**config.mk**
```make
export PLATFORM = sky130hd
export DESIGN_NAME = frame_uart_readback
export DESIGN_NICKNAME = d
export VERILOG_FILES = /design/src/rtl/frame_uart_readback.sv
export SDC_FILE = /design/constraint.sdc
export NUM_CORES = 1
export LEC_CHECK = 0
export ABC_CLOCK_PERIOD_IN_PS = 2950
export BUFFER_PORTS_ARGS = -buffer_cell sky130_fd_sc_hd__buf_2
export CORE_MARGIN = 4
export CORE_UTILIZATION = 39
export DETAILED_ROUTE_END_ITERATION = 10
export GPL_TIMING_DRIVEN = 0
export PLACE_DENSITY = 0.64
export SYNTH_ARGS = -nofsm -noshare
export SYNTH_HDL_FRONTEND = slang
export SYNTH_SLANG_ARGS = --single-unit
```
**constraint.sdc**
```tcl
create_clock -name clk -period 2.95 [get_ports clk]
set_clock_uncertainty 0.2 [all_clocks]
set_input_delay 0.7375 -clock clk [delete_from_list [all_inputs] [get_ports clk]]
set_output_delay 0.7375 -clock clk [all_outputs]
set_load 0.02 [all_outputs]
```
**src/rtl/frame_uart_readback.sv**
```systemverilog
// Streams the SPRAM frame store out over 8N1 UART, packing two RGB444 pixels into three bytes.
// Latency: first start bit 4 cycles after the start pulse with grant held; characters are gap-free.
// Backpressure: reads stall while spram_gnt is low; abort drains the current character, then idles.
module frame_uart_readback #(
  parameter int W            = 200,
  parameter int H            = 150,
  parameter int CLKS_PER_BIT = 104
) (
  input  logic        clk,
  input  logic        rst_n,
  input  logic        start,
  input  logic        abort,
  input  logic        spram_gnt,
  output logic        spram_rd_en,
  output logic [14:0] spram_addr,
  input  logic [11:0] spram_rd_data,
  output logic        uart_txd,
  output logic        busy,
  output logic        done
);

  // W*H must not exceed 32768 so the pixel counter fits 16 bits and addresses fit 15 bits.
  localparam int              PIX_TOTAL = W * H;
  localparam logic [15:0]     PIX_END   = 16'(PIX_TOTAL);
  localparam int              CW        = $clog2(CLKS_PER_BIT);
  localparam logic [CW-1:0]   BIT_LAST  = CW'(CLKS_PER_BIT - 1);

  typedef enum logic [2:0] {
    S_IDLE,
    S_FETCH0,
    S_WAIT0,
    S_FETCH1,
    S_WAIT1,
    S_SEND,
    S_FINISH
  } state_t;

  // Readback sequencer state
  state_t      state_q, state_d;
  logic [15:0] cnt_q, cnt_d;
  logic [14:0] addr_q, addr_d;
  logic [11:0] p0_q, p0_d;
  logic [11:0] p1_q, p1_d;
  logic [1:0]  k_q, k_d;
  logic        abort_q, abort_d;
  logic        busy_q, busy_d;
  logic        done_q, done_d;
  logic        fetch_q, fetch_d;

  // Serializer state
  logic          tx_busy_q, tx_busy_d;
  logic [3:0]    tx_bit_q, tx_bit_d;
  logic [CW-1:0] tx_clk_q, tx_clk_d;
  logic [8:0]    tx_sh_q, tx_sh_d;
  logic          txd_q, txd_d;

  logic        ld;
  logic [7:0]  ld_byte;
  logic        ser_rdy;
  logic        abort_now;
  logic [15:0] cnt_inc;
  logic [23:0] pair;

  // The serializer can take a byte while idle or during the final clock of a stop
  // bit; loading on that last clock is what makes consecutive characters gap-free.
  assign ser_rdy   = !tx_busy_q || (tx_bit_q == 4'd9 && tx_clk_q == BIT_LAST);
  assign abort_now = abort | abort_q;
  assign cnt_inc   = cnt_q + 16'd1;
  assign pair      = {p0_q, p1_q};

  // Byte k of the current pair: the two pixels concatenated, taken MSB byte first.
  always_comb begin
    ld_byte = pair[7:0];
    case (k_q)
      2'd0:    ld_byte = pair[23:16];
      2'd1:    ld_byte = pair[15:8];
      default: ld_byte = pair[7:0];
    endcase
  end

  // Sequencer next-state: fetch a pixel pair, then feed its three bytes to the serializer.
  always_comb begin
    state_d = state_q;
    cnt_d   = cnt_q;
    addr_d  = addr_q;
    p0_d    = p0_q;
    p1_d    = p1_q;
    k_d     = k_q;
    abort_d = abort_q;
    busy_d  = busy_q;
    done_d  = 1'b0;
    ld      = 1'b0;

    if (state_q == S_IDLE) begin
      abort_d = 1'b0;
      if (start && !abort) begin
        state_d = S_FETCH0;
        cnt_d   = '0;
        addr_d  = '0;
        k_d     = '0;
        busy_d  = 1'b1;
      end
    end else begin
      if (abort) abort_d = 1'b1;
      if (abort_now) begin
        // No new reads or loads; leave once the character on the wire has finished.
        if (ser_rdy) begin
          state_d = S_IDLE;
          busy_d  = 1'b0;
        end else begin
          state_d = S_FINISH;
        end
      end else begin
        case (state_q)
          S_FETCH0: begin
            if (spram_gnt) state_d = S_WAIT0;
          end
          S_WAIT0: begin
            p0_d    = spram_rd_data;
            cnt_d   = cnt_inc;
            if (cnt_inc < PIX_END) addr_d = cnt_inc[14:0];
            state_d = S_FETCH1;
          end
          S_FETCH1: begin
            // Odd pixel count: the last pair has no partner pixel, pad it with black.
            if (cnt_q == PIX_END) begin
              p1_d    = 12'h000;
              state_d = S_SEND;
            end else if (spram_gnt) begin
              state_d = S_WAIT1;
            end
          end
          S_WAIT1: begin
            p1_d    = spram_rd_data;
            cnt_d   = cnt_inc;
            if (cnt_inc < PIX_END) addr_d = cnt_inc[14:0];
            state_d = S_SEND;
            // b0 only needs p0, so start it now if the line is free.
            if (ser_rdy) begin
              ld  = 1'b1;
              k_d = 2'd1;
            end
          end
          S_SEND: begin
            if (ser_rdy) begin
              ld = 1'b1;
              if (k_q == 2'd2) begin
                k_d     = 2'd0;
                state_d = (cnt_q == PIX_END) ? S_FINISH : S_FETCH0;
              end else begin
                k_d = k_q + 2'd1;
              end
            end
          end
          S_FINISH: begin
            if (ser_rdy) begin
              state_d = S_IDLE;
              busy_d  = 1'b0;
              done_d  = 1'b1;
            end
          end
          default: ;
        endcase
      end
    end
  end

  // A fetch is pending whenever the next state is a FETCH that will really read.
  assign fetch_d = (state_d == S_FETCH0) || (state_d == S_FETCH1 && cnt_d != PIX_END);

  // Sequencer registers.
  always_ff @(posedge clk or negedge rst_n) begin
    if (!rst_n) begin
      state_q <= S_IDLE;
      cnt_q   <= '0;
      addr_q  <= '0;
      p0_q    <= '0;
      p1_q    <= '0;
      k_q     <= '0;
      abort_q <= 1'b0;
      busy_q  <= 1'b0;
      done_q  <= 1'b0;
      fetch_q <= 1'b0;
    end else begin
      state_q <= state_d;
      cnt_q   <= cnt_d;
      addr_q  <= addr_d;
      p0_q    <= p0_d;
      p1_q    <= p1_d;
      k_q     <= k_d;
      abort_q <= abort_d;
      busy_q  <= busy_d;
      done_q  <= done_d;
      fetch_q <= fetch_d;
    end
  end

  // Serializer next-state: start bit, 8 data bits LSB first, stop bit, each CLKS_PER_BIT long.
  always_comb begin
    tx_busy_d = tx_busy_q;
    tx_bit_d  = tx_bit_q;
    tx_clk_d  = tx_clk_q;
    tx_sh_d   = tx_sh_q;
    txd_d     = txd_q;
    if (ld) begin
      tx_busy_d = 1'b1;
      tx_bit_d  = 4'd0;
      tx_clk_d  = '0;
      tx_sh_d   = {1'b1, ld_byte};
      txd_d     = 1'b0;
    end else if (tx_busy_q) begin
      if (tx_clk_q == BIT_LAST) begin
        tx_clk_d = '0;
        if (tx_bit_q == 4'd9) begin
          tx_busy_d = 1'b0;
          txd_d     = 1'b1;
        end else begin
          // The 1 shifted in on top becomes the stop bit after eight shifts.
          tx_bit_d = tx_bit_q + 4'd1;
          txd_d    = tx_sh_q[0];
          tx_sh_d  = {1'b1, tx_sh_q[8:1]};
        end
      end else begin
        tx_clk_d = tx_clk_q + CW'(1);
      end
    end
  end

  // Serializer registers; reset drives the line to idle-high immediately.
  always_ff @(posedge clk or negedge rst_n) begin
    if (!rst_n) begin
      tx_busy_q <= 1'b0;
      tx_bit_q  <= '0;
      tx_clk_q  <= '0;
      tx_sh_q   <= '1;
      txd_q     <= 1'b1;
    end else begin
      tx_busy_q <= tx_busy_d;
      tx_bit_q  <= tx_bit_d;
      tx_clk_q  <= tx_clk_d;
      tx_sh_q   <= tx_sh_d;
      txd_q     <= txd_d;
    end
  end

  // The grant is a same-cycle input, so the registered fetch request is qualified by it
  // here; this keeps the strobe from ever appearing in a cycle without the grant.
  assign spram_rd_en = fetch_q & spram_gnt;
  assign spram_addr  = addr_q;
  assign uart_txd    = txd_q;
  assign busy        = busy_q;
  assign done        = done_q;

endmodule

```
# Word level (Yosys, flattened, before mapping)
# Index checks and enable logic that the tools add are counted.
# W data, S select, Z words.
totals:
  elab_cells: 134
  register_bits: 86
  input_bits: 17
op_classes:
  n_eq_ne: 20
  n_bitwise: 4
  n_lt_le_gt_ge: 1
  muxes: 64
  addsub: 4
  reduce_logical: 26
op_table:
  columns: ["operator", "count"]
  rows:
  - ["$mux W15", 5]
  - ["$mux W16", 4]
  - ["$mux W9", 4]
  - ["$mux W3", 11]
  - ["$pmux W12 S2", 1]
  - ["$mux W1", 22]
  - ["$mux W7", 3]
  - ["$pmux W3 S6", 1]
  - ["$add A16 B1 Y16 const B", 1]
  - ["$eq A16 B15 Y1 const B", 1]
  - ["$lt A16 B15 Y1 const B", 1]
  - ["$mux W4", 4]
  - ["$ne A16 B15 Y1 const B", 1]
  - ["$pmux W8 S2", 1]
  - ["$mux W12", 1]
  - ["$mux W2", 6]
  - ["$reduce_bool A2 Y1", 6]
  - ["$eq A3 B2 Y1 const B", 3]
  - ["$eq A3 B3 Y1 const B", 3]
  - ["$reduce_and A4 Y1", 2]
  - ["$add A7 B1 Y7 const B", 1]
  - ["$eq A7 B7 Y1 const B", 1]
  - ["$eq A3 B1 Y1 const B", 2]
  - ["$ne A3 B3 Y1 const B", 2]
  - ["other kinds (21)", 32]

# Longest topological paths before layout
logic_depth:
  ltp_word: 10
  depth_mapped: 10
  depth_no_buf: 9

# Worst setup path after synthesis
# No wires, ideal clock.
synth_path:
  path_kind: "in2reg"
  from: "input port abort"
  to: "register fetch_q"
  setup_slack_ns: 0.058
  required_time_ns: 2.613
  arrival_time_ns: 2.555
  cell_stages: 8
  setup_ns: 0.137
  cell_sequence: "or2_1 > buf_6 > o32ai_2 > o21ai_2 > a21o_1 > or4b_1 > and4bb_1 > a31oi_1"
synth_via:
  elab_chain_len: 7
synth_rtl:
  columns: ["element", "line", "text"]
  rows:
  - ["start: declaration", "12", "input logic abort,"]
  - ["$logic_not A1 Y1", "96", "if (start && !abort) begin"]
  - ["$logic_and A1 B1 Y1", "96", null]
  - ["$mux W16", "96", null]
  - ["$mux W16 (*)", "94", "if (state_q == S_IDLE) begin"]
  - ["named net cnt_d[7]", "40", "logic [15:0] cnt_q, cnt_d;"]
  - ["$ne A16 B15 Y1 (*)", "169", "assign fetch_d = (state_d == S_FETCH0) || (state_d == S_FETCH1 && cnt_d != PIX_END);"]
  - ["$logic_and A1 B1 Y1 (*)", "169", null]
  - ["$logic_or A1 B1 Y1 (*)", "169", null]
  - ["named net fetch_d", "48", "logic fetch_q, fetch_d;"]
  - ["end signal: assignment", "194", "fetch_q <= fetch_d;"]
  - ["end: declaration", "48", null]
# The timed path passes the listed nets; every way through them passes the cells marked *.
# A chain may end at the register's enable or synchronous reset.

# Final worst setup path
layout_path:
  from: "register cnt_q[0]"
  to: "register fetch_q"
layout_via:
  elab_chain_len: 10
layout_rtl:
  columns: ["element", "line", "text"]
  rows:
  - ["start: declaration", "40", null]
  - ["start signal: assignment", "186", "cnt_q <= cnt_d;"]
  - ["$eq A16 B15 Y1 (*)", "126, 149", null]
  - ["$mux W3", "149", "state_d = (cnt_q == PIX_END) ? S_FINISH : S_FETCH0;"]
  - ["$mux W3", "147", "if (k_q == 2'd2) begin"]
  - ["$mux W3", "145", "if (ser_rdy) begin"]
  - ["$pmux W3 S6 (*)", "114", "case (state_q)"]
  - ["$mux W3 (*)", "105", "if (abort_now) begin"]
  - ["$mux W3 (*)", "94", null]
  - ["named net state_d[1]", "39", "state_t state_q, state_d;"]
  - ["$eq A3 B2 Y1", "169", null]
  - ["$logic_and A1 B1 Y1", "169", null]
  - ["$logic_or A1 B1 Y1 (*)", "169", null]
  - ["named net fetch_d", "48", null]
# Marks and branches as above.

==> metrics.md <==
| Metric | Value |
|---|---|
| Status | `finished clean` |
| Fillers | `~1,100` |
| Slowest cell on the critical path | `or4b_4` |
| Seq pwr share | `46.6%` |
| Post-synth EDFFs | `0` |
| Layout cell share with drive strength beyond 1 | `21.5%` |
| Grt ovf | `0` |
| P_leak | `between 0.002 and 0.0025 uW` |
| Ys Warns | `0` |
| Die width | `about 120 um` |
| Total Nets Final | `~570` |
| Clock Path Buffers | `2` |
| Routed Antenna Nets | `0` |
| Place WS | `-0.480 ns` |
| Die H | `between 100 and 150 um` |
| Syn_nets | `between 500 and 600` |
| Vias in the first global route | `approximately 3,600` |
| CP Launch Type | `register` |
| Reg area | `between 0.002 and 0.0025 mm2` |
| Die Area | `~0.014 mm2` |
| Initial Utilization | `roughly two fifths` |
| Fin crit share | `between 90% and 100%` |
| First-pass GRT wire length | `approximately 18 mm` |
| Slowest cell delay on critical path | `0.48 ns` |
| Placed Instances | `between 600 and 700` |
| Crit path DAT | `2.90 ns` |
| Setup crit end kind | `register` |
| DR DRC count | `0` |
| Fmax | `between 300 and 400 MHz` |
| Hold WC Path Type | `in2async` |
| Clk_lat worst skew | `0.34 ns` |
| Boundary Pins | `36` |
| Post-Synthesis Cell Area | `around 0.0047 mm2` |
| First-pass DRT Iterations | `4` |
| Max_cap viols | `0` |
| Fin area | `~0.0055 mm2` |
| Post-synthesis async set-or-reset flop share | `between 90% and 100%` |
| Initial antenna violation count | `0` |
| Worst path top cell family by delay | `compound AO/OA/AOI/OAI gates` |
| Reg-to-Reg Start | `cnt_q[0]` |
| Worst Path Max Fanout | `10` |
| Switching pwr | `600 uW` |
| Routed wire length | `10.7 mm` |
| Final slew viol count | `0` |
| Clock share of power | `about half` |
| Slew headroom | `between 40% and 50%` |
| Largest net degree at the start of global routing | `approximately 70` |
| Combinational Power Share | `under 10%` |
| Worst path required time | `3.00 ns` |
| Overall global routing resource usage | `between 15 and 20%` |
| Worst Slack Setup Final | `around 0.10 ns` |
| # rows | `39` |
| Fin crit period | `around 2.8 ns` |
| WP buf/inv | `3` |
| CTS tree | `done` |
| Critical path cell sequence | `buf_2 > inv_1 > ha_1 > or4b_4 > nor4_4 > buf_4 > o21a_1 > a21oi_1 > a311oi_1 > a211oi_2 > a31oi_1` |
| Mapped Cells | `slightly below 500` |
| Dpl hpwl | `roughly 7.6 mm` |
| Power Internal | `about 2000 uW` |
| Seq/Total Area, Yosys | `45.6%` |
| Cell area power density | `474 mW/mm2` |
| # port buffers | `35` |
| CTS Sinks | `85` |
| WL/cell | `approximately 15 um` |
| Area post-placement | `0.00507 mm2` |
| Most common cell after layout, fill and taps aside | `dfrtp_1` |
| Seq cells post-synth | `85` |
| Slew @ Worst Pin | `between 0.8 and 0.9 ns` |
| Worst R2R Path Depth | `11` |
| Most used DFF post-synth | `dfrtp_1` |
| Cell variety after synth | `71` |
| Non-filler cells, final | `691` |
| Vias per Instance | `about 5.5` |
| Post-Syn Area per Cell | `around 9.5 um2` |
| Synth-to-layout area growth | `17.0%` |
| Clock transition at path regs | `0.06 ns` |
| Critical path class | `reg2reg` |
| Placeable Area | `approximately 0.012 mm2` |
| Commonest non-fill, non-tap cells in the layout | `75 x dfrtp_1, 62 x nand2_1, 54 x nor2_1, 41 x buf_2, 37 x a21oi_1` |
| Placer Congestion | `a little under 0.9` |
| H-tree depth | `3` |
| Max VDD drop | `0.000273 V` |
| Diodes inserted | `0` |
| Via count | `3,792` |
| Multi-input gate area | `between 0.002 and 0.0025 mm2` |
| Total CTS buffers | `9` |
| DRT iter0 DRCs | `251` |
| R2r setup slk | `0.10 ns` |
| Hold-fix buffers, CTS | `0` |
| # setup viols final | `0` |
| Sw Share | `between 20% and 30%` |
| R2R Path End | `fetch_q` |
| Root Driver | `clkbuf_16` |
| Total chip power | `around 2600 uW` |
| Final-report hold violation count | `0` |
metrics by stage:
stage / utilization, % / setup TNS (ns) / hold slack (ns)
after floorplan: - / 0 / 0.242
after global placement: 43.4 / -3.02 / 0.262
after detailed placement: 43.7 / -3.32 / 0.260
after CTS: 46.7 / 0 / 0.0640
after global routing: 47.3 / -0.0541 / 0.0746
final: 47.3 / 0 / 0.0677
sequential cells by signal, indices dropped and copies added, names as in the netlist:
name and cells:
k_q 2, fetch_q 1, tx_sh_q 8, spram_addr 15
tx_clk_q 7, cnt_q 16, p0_q 12, tx_busy_q 1
state_q 3, p1_q 12, tx_bit_q 4, busy 1
abort_q 1, uart_txd 1, done 1
worst reg2reg max path, stage by stage (launching register included):
cell and delay (ns):
dfrtp_1 0.40, buf_2 0.20, inv_1 0.08, ha_1 0.14, or4b_4 0.48, nor4_4 0.26
buf_4 0.19, o21a_1 0.12, a21oi_1 0.06, a311oi_1 0.35, a211oi_2 0.08, a31oi_1 0.21
cell usage after synthesis, types with 2 or more instances:
| library cell | number | area [um2] |
|---|---|---|
| a31oi_1 | 4 | 25.0 |
| nand3b_1 | 4 | 30.0 |
| o21ai_1 | 2 | 10.0 |
| ha_1 | 5 | 62.6 |
| buf_6 | 5 | 56.3 |
| o21ai_0 | 27 | 135 |
| dfstp_2 | 9 | 236 |
| nor2_1 | 54 | 203 |
| and4_1 | 2 | 17.5 |
| nor2b_1 | 3 | 18.8 |
| buf_4 | 2 | 15.0 |
| clkbuf_1 | 17 | 63.8 |
| nand4_1 | 9 | 56.3 |
| mux2_2 | 15 | 169 |
| o31ai_1 | 3 | 22.5 |
| nor4_2 | 2 | 25.0 |
| or4_1 | 3 | 22.5 |
| buf_1 | 2 | 7.51 |
| nor3_1 | 10 | 50.1 |
| mux2i_1 | 25 | 250 |
| and2_1 | 3 | 18.8 |
| nand3_1 | 14 | 70.1 |
| nand2b_1 | 3 | 18.8 |
| or3_1 | 5 | 31.3 |
| xor2_1 | 9 | 78.8 |
| a211oi_1 | 2 | 15.0 |
| a21oi_1 | 37 | 185 |
| a22o_1 | 13 | 114 |
| or2_2 | 2 | 12.5 |
| and3_1 | 3 | 18.8 |
| inv_1 | 9 | 33.8 |
| nand2_1 | 62 | 233 |
| dfrtp_1 | 76 | 1900 |
| buf_2 | 6 | 30.0 |
| xnor2_1 | 9 | 78.8 |
worst max-delay path by stage:
stage	cells past startpoint	startpoint	end
2_1_floorplan	8	abort	fetch_q
3_3_place_gp	9	abort	fetch_q
3_5_place_dp	9	abort	fetch_q
4_1_cts	9	cnt_q[1]	spram_addr[5]
5_1_grt	11	cnt_q[0]	fetch_q
6_report	11	cnt_q[0]	fetch_q
power by group through the flow:
| stage | clock network, uW | registers [uW] | logic (uW) |
|---|---|---|---|
| final | 1250 | 1210 | 137 |
| after global routing | 1340 | 1220 | 156 |
| after CTS | 1290 | 1210 | 138 |
| after detailed placement | 0 | 1230 | 137 |
| after global placement | 0 | 1230 | 130 |
| after floorplan | 0 | 1230 | 66.5 |
cell type report:
cell class,instances,area share (%)
Tap cell,143,3.26
Multi-Input combinational cell,366,43.6
Clock buffer,9,4.10
Timing Repair Buffer,40,4.29
Clock inverter,7,1.94
Buffer,32,3.19
Inverter,9,0.615
Sequential cell,85,39.0
cell families after synthesis:
logic type,count (synthesis),synth area share (%)
buffers and inverters,41,4.40
adders and majority gates,5,1.33
DFF,85,45.6
AOI/OAI and AO/OA,107,14.7
muxes,40,8.94
and+or+nand+nor,195,21.3
xor gates and xnor gates,19,3.71
per-layer routing:
metal / global-route usage [%] / part of all wire, % / routed length (um)
met5: 0 / 0 / 0
met2: 22.3 / 44 / 4670
met4: 5.13 / 1.5 / 157
met3: 3.27 / 4.3 / 455
met1: 23.9 / 50 / 5370
what timing repair did:
action | CTS | global route
pin swaps | 1 | 3
resized for setup | 3 | 12
setup buffers | 0 | 4
endpoints found under the setup margin | 13 | 26
Power figures use the tool's default switching activity.
